==> config.mk <==
export PLATFORM = sky130hd
export DESIGN_NAME = if_fetch_unit
export DESIGN_NICKNAME = d
export VERILOG_FILES = /design/src/rtl/if_fetch_unit.sv
export SDC_FILE = /design/constraint.sdc
export NUM_CORES = 1
export LEC_CHECK = 0
export ABC_AREA = 1
export BUFFER_PORTS_ARGS = -buffer_cell sky130_fd_sc_hd__buf_2
export CAP_MARGIN = 20
export CORE_UTILIZATION = 47
export CTS_CLUSTER_SIZE = 25
export DETAILED_ROUTE_END_ITERATION = 6
export PLACE_DENSITY = 0.77
export SLEW_MARGIN = 20
export SYNTH_ARGS = -nofsm -noshare
export SYNTH_HDL_FRONTEND = slang
export SYNTH_SLANG_ARGS = --single-unit
==> constraint.sdc <==
create_clock -name clk -period 3.6 [get_ports clk]
set_clock_uncertainty 0.05 [all_clocks]
set_input_delay 0.18 -clock clk [delete_from_list [all_inputs] [get_ports clk]]
set_output_delay 0.18 -clock clk [all_outputs]
set_load 0.1 [all_outputs]
==> src/rtl/if_fetch_unit.sv <==
`default_nettype none
// ============================================================================
// Module   : if_fetch_unit
// Purpose  : MIPS IF stage: PC, instruction SRAM request, stall-safe IF->ID hand-off.
// Revision : 1.0
// ============================================================================
module if_fetch_unit #(
  parameter logic [31:0] RESET_PC    = 32'hBFC0_0000,
  parameter int          STALL_WD    = 6,
  parameter int          BR_WD       = 33,
  parameter int          IF_TO_ID_WD = 33
) (
  input  logic                   clk,
  input  logic                   rst,
  input  logic [STALL_WD-1:0]    stall,
  input  logic [BR_WD-1:0]       br_bus,
  output logic [IF_TO_ID_WD-1:0] if_to_id_bus,
  output logic                   inst_sram_en,
  output logic [3:0]             inst_sram_wen,
  output logic [31:0]            inst_sram_addr,
  output logic [31:0]            inst_sram_wdata,
  input  logic [31:0]            inst_sram_rdata,
  output logic [31:0]            inst_o,
  output logic                   fetch_adel
);

  typedef enum logic {
    HOLD_IDLE = 1'b0,
    HOLD_FULL = 1'b1
  } hold_state_t;

  logic                   br_e;
  logic [31:0]            br_addr;
  logic [31:0]            pc_reg;
  logic [31:0]            next_pc;
  logic                   ce_reg;
  logic                   br_pending;
  logic [31:0]            br_target;
  logic                   rd_valid;
  logic [31:0]            hold_reg;
  hold_state_t            hold_state;
  logic [IF_TO_ID_WD-1:0] id_bus_reg;

  assign br_e    = br_bus[32];
  assign br_addr = br_bus[31:0];

  // Only the IF and ID stall bits matter to this stage.
  logic unused_stall;
  assign unused_stall = &{1'b0, stall[STALL_WD-1:2]};

  always_comb begin
    if (br_e) begin
      next_pc = br_addr;
    end else if (br_pending) begin
      next_pc = br_target;
    end else begin
      next_pc = pc_reg + 32'd4;
    end
  end

  assign fetch_adel      = ce_reg & (pc_reg[1:0] != 2'b00);
  assign inst_sram_en    = ce_reg & ~stall[0] & ~fetch_adel;
  assign inst_sram_addr  = pc_reg;
  assign inst_sram_wen   = 4'b0000;
  assign inst_sram_wdata = 32'h0000_0000;
  assign if_to_id_bus    = id_bus_reg;

  // Without a live read (reset, misaligned slot) ID is handed a nop.
  assign inst_o = (hold_state == HOLD_FULL) ? hold_reg
                : (rd_valid ? inst_sram_rdata : 32'h0000_0000);

  always_ff @(posedge clk or posedge rst) begin
    if (rst) begin
      pc_reg     <= RESET_PC - 32'd4;
      ce_reg     <= 1'b0;
      br_pending <= 1'b0;
      br_target  <= 32'h0000_0000;
      rd_valid   <= 1'b0;
      hold_reg   <= 32'h0000_0000;
      hold_state <= HOLD_IDLE;
      id_bus_reg <= '0;
    end else begin
      ce_reg   <= 1'b1;
      rd_valid <= inst_sram_en;

      if (!stall[0]) begin
        pc_reg     <= next_pc;
        br_pending <= 1'b0;
        id_bus_reg <= {ce_reg, pc_reg};
      end else if (br_e) begin
        // Redirect arrives while IF is frozen: remember it for the release edge.
        br_pending <= 1'b1;
        br_target  <= br_addr;
      end

      case (hold_state)
        HOLD_IDLE: begin
          if (rd_valid && stall[1]) begin
            hold_reg   <= inst_sram_rdata;
            hold_state <= HOLD_FULL;
          end
        end
        HOLD_FULL: begin
          if (!stall[1]) begin
            hold_state <= HOLD_IDLE;
          end
        end
        default: hold_state <= HOLD_IDLE;
      endcase
    end
  end

endmodule
`default_nettype wire
==> run summary, run 1 <==
Final Max Tran Viols - 0
Post-synth top area cell - dfrtp_1
Port Buf Inserts - 167
RSZ-0062 raised after global routing - false
Final worst slack - 1.22 ns
Fin. Hold Viols - 0
Row cnt - 44
Post-Synthesis Cells - 892
Violated checks - DRC
Slew margin rel. - 31.2%
Yosys reg bits - 133
First-pass GRT wire length - 29,600 µm
DRC viols - 1
Yosys warns - 0
CP peak stage delay - 0.51 ns
Sequential area share after synthesis - 48.4%
Largest register FFs - 33
Top cell type's share of synthesized area - 37.8%
Flop2flop setup slack - 1.49 ns
Leakage - 0.00445 µW
Fin cells - 1,289
Place WS - 1.51 ns
Footprint of the multi-input gates - 0.00284 mm²
Longest Clk Path Bufs - 2
# Post-CTS Setup Buffers - 0
Post-detailed-route count of antenna-violating nets - 0
Clock buffer count from CTS - 17
Status - finished with violations
R2R Path Start - hold_state
Total of max-cap violations - 0
WP depth - 3
Starting Density - 48.0%
Worst path required time - 3.37 ns
Placeable Area - 0.0145 mm²
Critical path class - reg -> out
Synth unique cells - 33
Die Footprint - 0.0153 mm²
CTS sink cnt - 133
Min Tclk post-route - 2.38 ns
Hold path depth - 3
Critical Path Fanout Max - 33
Storage cell area - 0.00336 mm²
Largest net degree at the start of global routing - 88
RePlAce Congestion - 0.932
DR WL/cell - 14.8 µm
I/O pins - 208
Register-to-Register Path Depth - 6
Hold WC Path Type - in -> reg
Critical-path top delay cell - buf_2
Final period util - 66.1%
Hold Path End - br_target[22]
DR pass1 iterations - 7
VDD IR max - 375 µV
Vias/cell - 5.07
Area grow syn2layout - 27.2%
Synth top area cells - dfrtp_1, nand2_1, dfstp_2
Cell family with most CP delay - buffers and inverters
Die width - 124 µm
R2R Path End - hold_reg[14]
Final wirelength - 19,000 µm
Fill cells - 1,333
DP Wirelength - 12,600 µm
Buf/Inv on CP - 2
CP Launch Type - flop
Worst setup EP type - primary output
Clk_lat worst skew - 0.42 ns
Crit path cell chain - inv_1 -> o21ai_0 -> buf_2
Grt total ovfl - 0
FMAX - 0.420 GHz
Fraction of layout cells with a size suffix above 1 - 23.7%
1st-iter DRT viols - 442
Initial antenna violation count - 0
Total Nets Final - 1,166
Setup-failing EPs final - 0
Die Y - 124 µm
Via count - 6,537
Mapped Area - 0.00696 mm²
Hold Path Origin - br_bus[22]
Clock Root Buffer - clkbuf_16
Hold-fix buffers, CTS - 50
Setup tns final - 0 ns
Number of global-route vias before repair - 5,930
Final instance area - 0.00885 mm²
CTS tree - built
WP data arrival - 2.15 ns
H-tree levels - 4
Worst-Margin Slew - 1.03 ns
Total GRT Usage - 25.6%
Cts repair resizes - 0
Placed Cells - 1,206
Power Dens Cells - 635 mW/mm²
CTS clock-pin slew for the worst setup and hold paths - 0.06 ns
Syn Area/Cell - 7.80 µm²
Placed Area - 0.00775 mm²
N_diodes - 0
placed cells by master (no fill, tap or decap), types with 3 or more instances in the layout:
cell type,synthesis,routed
nand2_2,4,4
nor2_4,5,5
clkinvlp_4,0,4
a22oi_1,3,3
clkinv_2,0,4
o211ai_1,8,8
mux2_2,7,7
o22ai_1,32,32
nor2_2,7,9
buf_4,36,7
dfstp_2,28,28
conb_1,2,37
clkbuf_8,1,5
a21oi_1,46,46
nand2_1,253,253
o21ai_0,111,111
inv_1,104,103
dlygate4sd3_1,0,50
nand3_1,46,46
o21ai_1,4,4
dfrtp_1,105,105
clkbuf_16,0,17
buf_12,0,3
nor2_1,36,34
buf_2,12,166
Yosys cell counts:
cell and number:
o211ai_1 8, nand3_1 46, ha_1 1, nand3b_1 1, mux2_2 7, buf_2 12
nand2_4 2, a22oi_1 3, inv_1 104, nand2_2 4, and2_1 1, nor2_1 36
a221oi_1 2, nand4_1 1, o21ai_0 111, buf_1 3, o21ai_1 4, xnor2_1 1
dfrtp_1 105, dfstp_2 28, clkinv_1 1, o22ai_1 32, nor2_2 7, o21a_1 1
clkbuf_1 23, conb_1 2, a21oi_1 46, nor2_4 5, nand2_1 253, clkbuf_4 1
clkbuf_8 1, buf_4 36, buf_6 4
stage by stage:
stage | hold WS (ns) | total power [µW] | utilization, %
2_1_floorplan | 0.251 | 3620 | -
3_3_place_gp | 0.378 | 3890 | 53.6
3_5_place_dp | 0.385 | 3920 | 53.6
4_1_cts | 0.000213 | 5640 | 61.0
5_1_grt | 0.0150 | 5870 | 61.1
6_report | 0.00736 | 5620 | 61.1
where the power goes:
| part | total [µW] | leakage, µW | switching, µW | internal (µW) |
|---|---|---|---|---|
| registers | 1920 | 0.00159 | 149 | 1770 |
| clock network | 1670 | 0.000278 | 637 | 1040 |
| logic | 2030 | 0.00259 | 1670 | 354 |
| total | 5620 | 0.00445 | 2460 | 3160 |
metal layers:
metal / up-vias / track usage [%] / share of wire (%)
li1: 3206 / - / -
met1: 3012 / 32.2 / 43
met2: 284 / 41.1 / 47
met3: 35 / 6.73 / 7.9
met4: 0 / 12.1 / 2.5
met5: - / 0 / 0
worst max-delay path by stage:
stage                           start      endpoint  slack, ns
global route               hold_state    inst_o[18]       1.17
floorplan           inst_sram_addr[0]      rd_valid       0.41
finish                     hold_state    inst_o[18]       1.22
global placement             stall[0]  br_target[6]       1.51
CTS                        hold_state    inst_o[18]       1.33
detailed placement           stall[0]  br_target[7]       1.51
cells by family (layout without fill, tap and decap cells):
| family | count (synthesis) | count (layout) | share of synthesized area [%] |
|---|---|---|---|
| AOI/OAI and AO/OA | 207 | 207 | 16.0 |
| xor gates and xnor gates | 1 | 1 | 0.126 |
| adders and majority gates | 1 | 1 | 0.180 |
| buffers and inverters | 185 | 363 | 12.8 |
| DFF | 133 | 133 | 48.4 |
| muxes | 7 | 7 | 1.13 |
| other | 2 | 37 | 0.108 |
| and+or+nand+nor | 356 | 356 | 21.3 |
worst min-delay path, delay by kind of cell:
kind                   cells  cell delay, ns
buffers and inverters      2            0.17
AOI/OAI and AO/OA          1            0.08
area by class of cell:
type	count	share of cell area (%)
tap	184	2.60
clock inverter	8	0.820
inverter	105	4.50
sequential	133	38.0
timing repair buffer	226	16.3
multi-input combinational	609	32.1
clock buffer	24	5.67
(Power assumes the default switching activity.)
==> inputs of run 2 (changes only) <==
CORE_UTILIZATION = 50   (was 47)
PLACE_DENSITY = 0.78   (was 0.77)
clock period = 2.35 ns   (was 3.6 ns; I/O delays follow)
==> run 2 against run 1 <==
  * The run now ends clean
  * Total power up 52%
  * Non-clock buffer count up 21
  * Register-to-register slack worse by 1.0 ns
  * Worst hold slack better by 0.15 ns
  * Highest routed layer unchanged
  * Critical path depth unchanged
==> run summary, run 2 (same netlist as run 1, synthesis figures left out) <==
I/O pins - 208 (unchanged)
FMAX - 0.453 GHz
Highest-count cells in the layout ignoring fill and taps - nand2_1, buf_2, o21ai_0, dfrtp_1, inv_1 (unchanged)
CP Launch Type - flop (unchanged)
Starting Density - 51.9% (was 48.0%)
Hold WC Path Type - in -> reg (unchanged)
Die Footprint - 0.0144 mm² (was 0.0153 mm²)
WP data arrival - 2.04 ns (was 2.15 ns)
Initial antenna violation count - 0 (unchanged)
Setup-failing EPs final - 0 (unchanged)
Total Nets Final - 1,187 (was 1,166)
Hold Path End - inst_sram_addr[4] (was br_target[22])
Slew margin rel. - 45.6% (was 31.2%)
Post-detailed-route count of antenna-violating nets - 0 (unchanged)
Vias/cell - 5.12 (was 5.07)
RePlAce Congestion - 0.931 (was 0.932)
Largest net degree at the start of global routing - 99 (was 88)
Die Y - 120 µm (was 124 µm)
Total power - 8520 µW (was 5620 µW)
Fin. Hold Viols - 0 (unchanged)
N_diodes - 0 (unchanged)
Via count - 6,655 (was 6,537)
DR pass1 iterations - 7 (unchanged)
R2R Path End - inst_sram_addr[20] (was hold_reg[14])
Longest Clk Path Bufs - 2 (unchanged)
RSZ-0062 raised after global routing - false (unchanged)
Register-to-Register Path Depth - 9 (was 6)
Status - complete, no violations (was finished with violations)
CTS clock-pin slew for the worst setup and hold paths - 0.05 ns (was 0.06 ns)
Port Buf Inserts - 167 (unchanged)
Final wirelength - 18,700 µm (was 19,000 µm)
Clock Root Buffer - clkbuf_16 (unchanged)
1st-iter DRT viols - 454 (was 442)
DR WL/cell - 14.4 µm (was 14.8 µm)
Hold Path Origin - br_bus[32] (was br_bus[22])
Util after Layout - 67.1% (was 61.1%)
Worst path required time - 2.18 ns (was 3.37 ns)
Total of max-cap violations - 0 (unchanged)
CTS sink cnt - 133 (unchanged)
Critical Path Fanout Max - 33 (unchanged)
R2R Path Start - inst_sram_addr[3] (was hold_state)
Largest register FFs - 33 (unchanged)
CTS tree - built (unchanged)
Hold path depth - 4 (was 3)
DP Wirelength - 12,500 µm (was 12,600 µm)
Clk_lat worst skew - 0.41 ns (was 0.42 ns)
Die width - 120 µm (was 124 µm)
First-pass GRT wire length - 30,300 µm (was 29,600 µm)
Final Max Tran Viols - 0 (unchanged)
H-tree levels - 4 (unchanged)
VDD IR max - 388 µV (was 375 µV)
Final period util - 94.0%
Clock buffer count from CTS - 17 (unchanged)
Total GRT Usage - 27.3% (was 25.6%)
Placeable Area - 0.0134 mm² (was 0.0145 mm²)
DRC viols - 0 (was 1)
Min Tclk post-route - 2.21 ns
Worst-Margin Slew - 0.816 ns (was 1.03 ns)
Worst setup EP type - primary output (unchanged)
Critical path class - reg -> out (unchanged)
Grt total ovfl - 0 (unchanged)
Hold_ws - 0.159 ns (was 0.00736 ns)
# Post-CTS Setup Buffers - 0 (unchanged)
Area grow syn2layout - 29.3% (was 27.2%)
Fill cells - 1,077 (was 1,333)
Number of global-route vias before repair - 6,046 (was 5,930)
Power Dens Cells - 947 mW/mm² (was 635 mW/mm²)
Flop2flop setup slack - 0.49 ns (was 1.49 ns)
Fraction of layout cells with a size suffix above 1 - 23.5% (was 23.7%)
Commonest non-fill, non-tap cell in the layout - nand2_1 (unchanged)
Row cnt - 42 (was 44)
Leakage - 0.00453 µW (was 0.00445 µW)
-- run 2: changes by cell type in the layout (fill, tap and decap cells not counted) --
| cell | delta |
|---|---|
| clkbuf_1 | +4 |
| o21a_2 | +1 |
| buf_4 | +7 |
| clkinvlp_4 | -3 |
| clkbuf_8 | -1 |
| clkinv_2 | -1 |
| nor2_1 | -1 |
| dlygate4sd3_1 | +16 |
| buf_12 | -2 |
| o21a_1 | -1 |
| nor2_4 | +1 |
-- run 2: how the worst max path moves through the flow --
stage,to,slack (ns),depth (start not counted),start
after CTS,inst_o[7],0.17,3,hold_state
after floorplan,inst_o[21],-0.50,3,hold_state
after detailed placement,inst_sram_addr[24],0.54,11,inst_sram_addr[3]
final,inst_o[7],0.14,3,hold_state
after global routing,inst_o[19],0.03,3,hold_state
after global placement,inst_sram_addr[30],0.58,10,inst_sram_addr[3]
-- run 2: final cells by class --
| class | count | area (µm²) | area share (%) |
|---|---|---|---|
| sequential | 133 | 3360 | 37.4 |
| multi-input combinational | 609 | 2850 | 31.7 |
| timing repair buffer | 247 | 1620 | 18.0 |
| clock buffer | 27 | 503 | 5.59 |
| inverter | 105 | 398 | 4.42 |
| tap | 176 | 220 | 2.45 |
| clock inverter | 4 | 45.0 | 0.501 |
-- run 2: routing by layer --
metal	up-vias	track usage [%]	part of all wire [%]
li1	3258	-	-
met3	28	6.89	9.2
met5	-	0	0
met4	0	10.4	2.1
met1	3045	36.6	43
met2	324	42.5	46
-- run 2: what timing repair did --
item                                   in CTS  in global routing
hold buffers                               66                  0
gates resized for setup                     0                  0
endpoints found under the hold margin     188                  0
-- run 2: power breakdown --
| part | leakage (µW) | internal [µW] | switching, µW |
|---|---|---|---|
| Sequential | 0.00159 | 2720 | 224 |
| Clock | 0.000271 | 1550 | 896 |
| Combinational | 0.00267 | 562 | 2560 |
-- run 2: metrics by stage --
| step | cell area [µm²] | setup slack (ns) | cells | setup TNS [ns] |
|---|---|---|---|---|
| final | 8990 | 0.141 | 1301 | 0 |
| after global routing | 8990 | 0.0323 | 1301 | 0 |
| after CTS | 8990 | 0.167 | 1301 | 0 |
| after detailed placement | 7790 | 0.541 | 1204 | 0 |
| after global placement | 7790 | 0.577 | 1204 | 0 |
| after floorplan | 7100 | -0.497 | 927 | -15.33 |
-- run 2: critical path, stage by stage (launching register included) --
cell and delay, ns:
dfrtp_1 0.35, inv_1 0.35, o21ai_0 0.42, buf_2 0.50
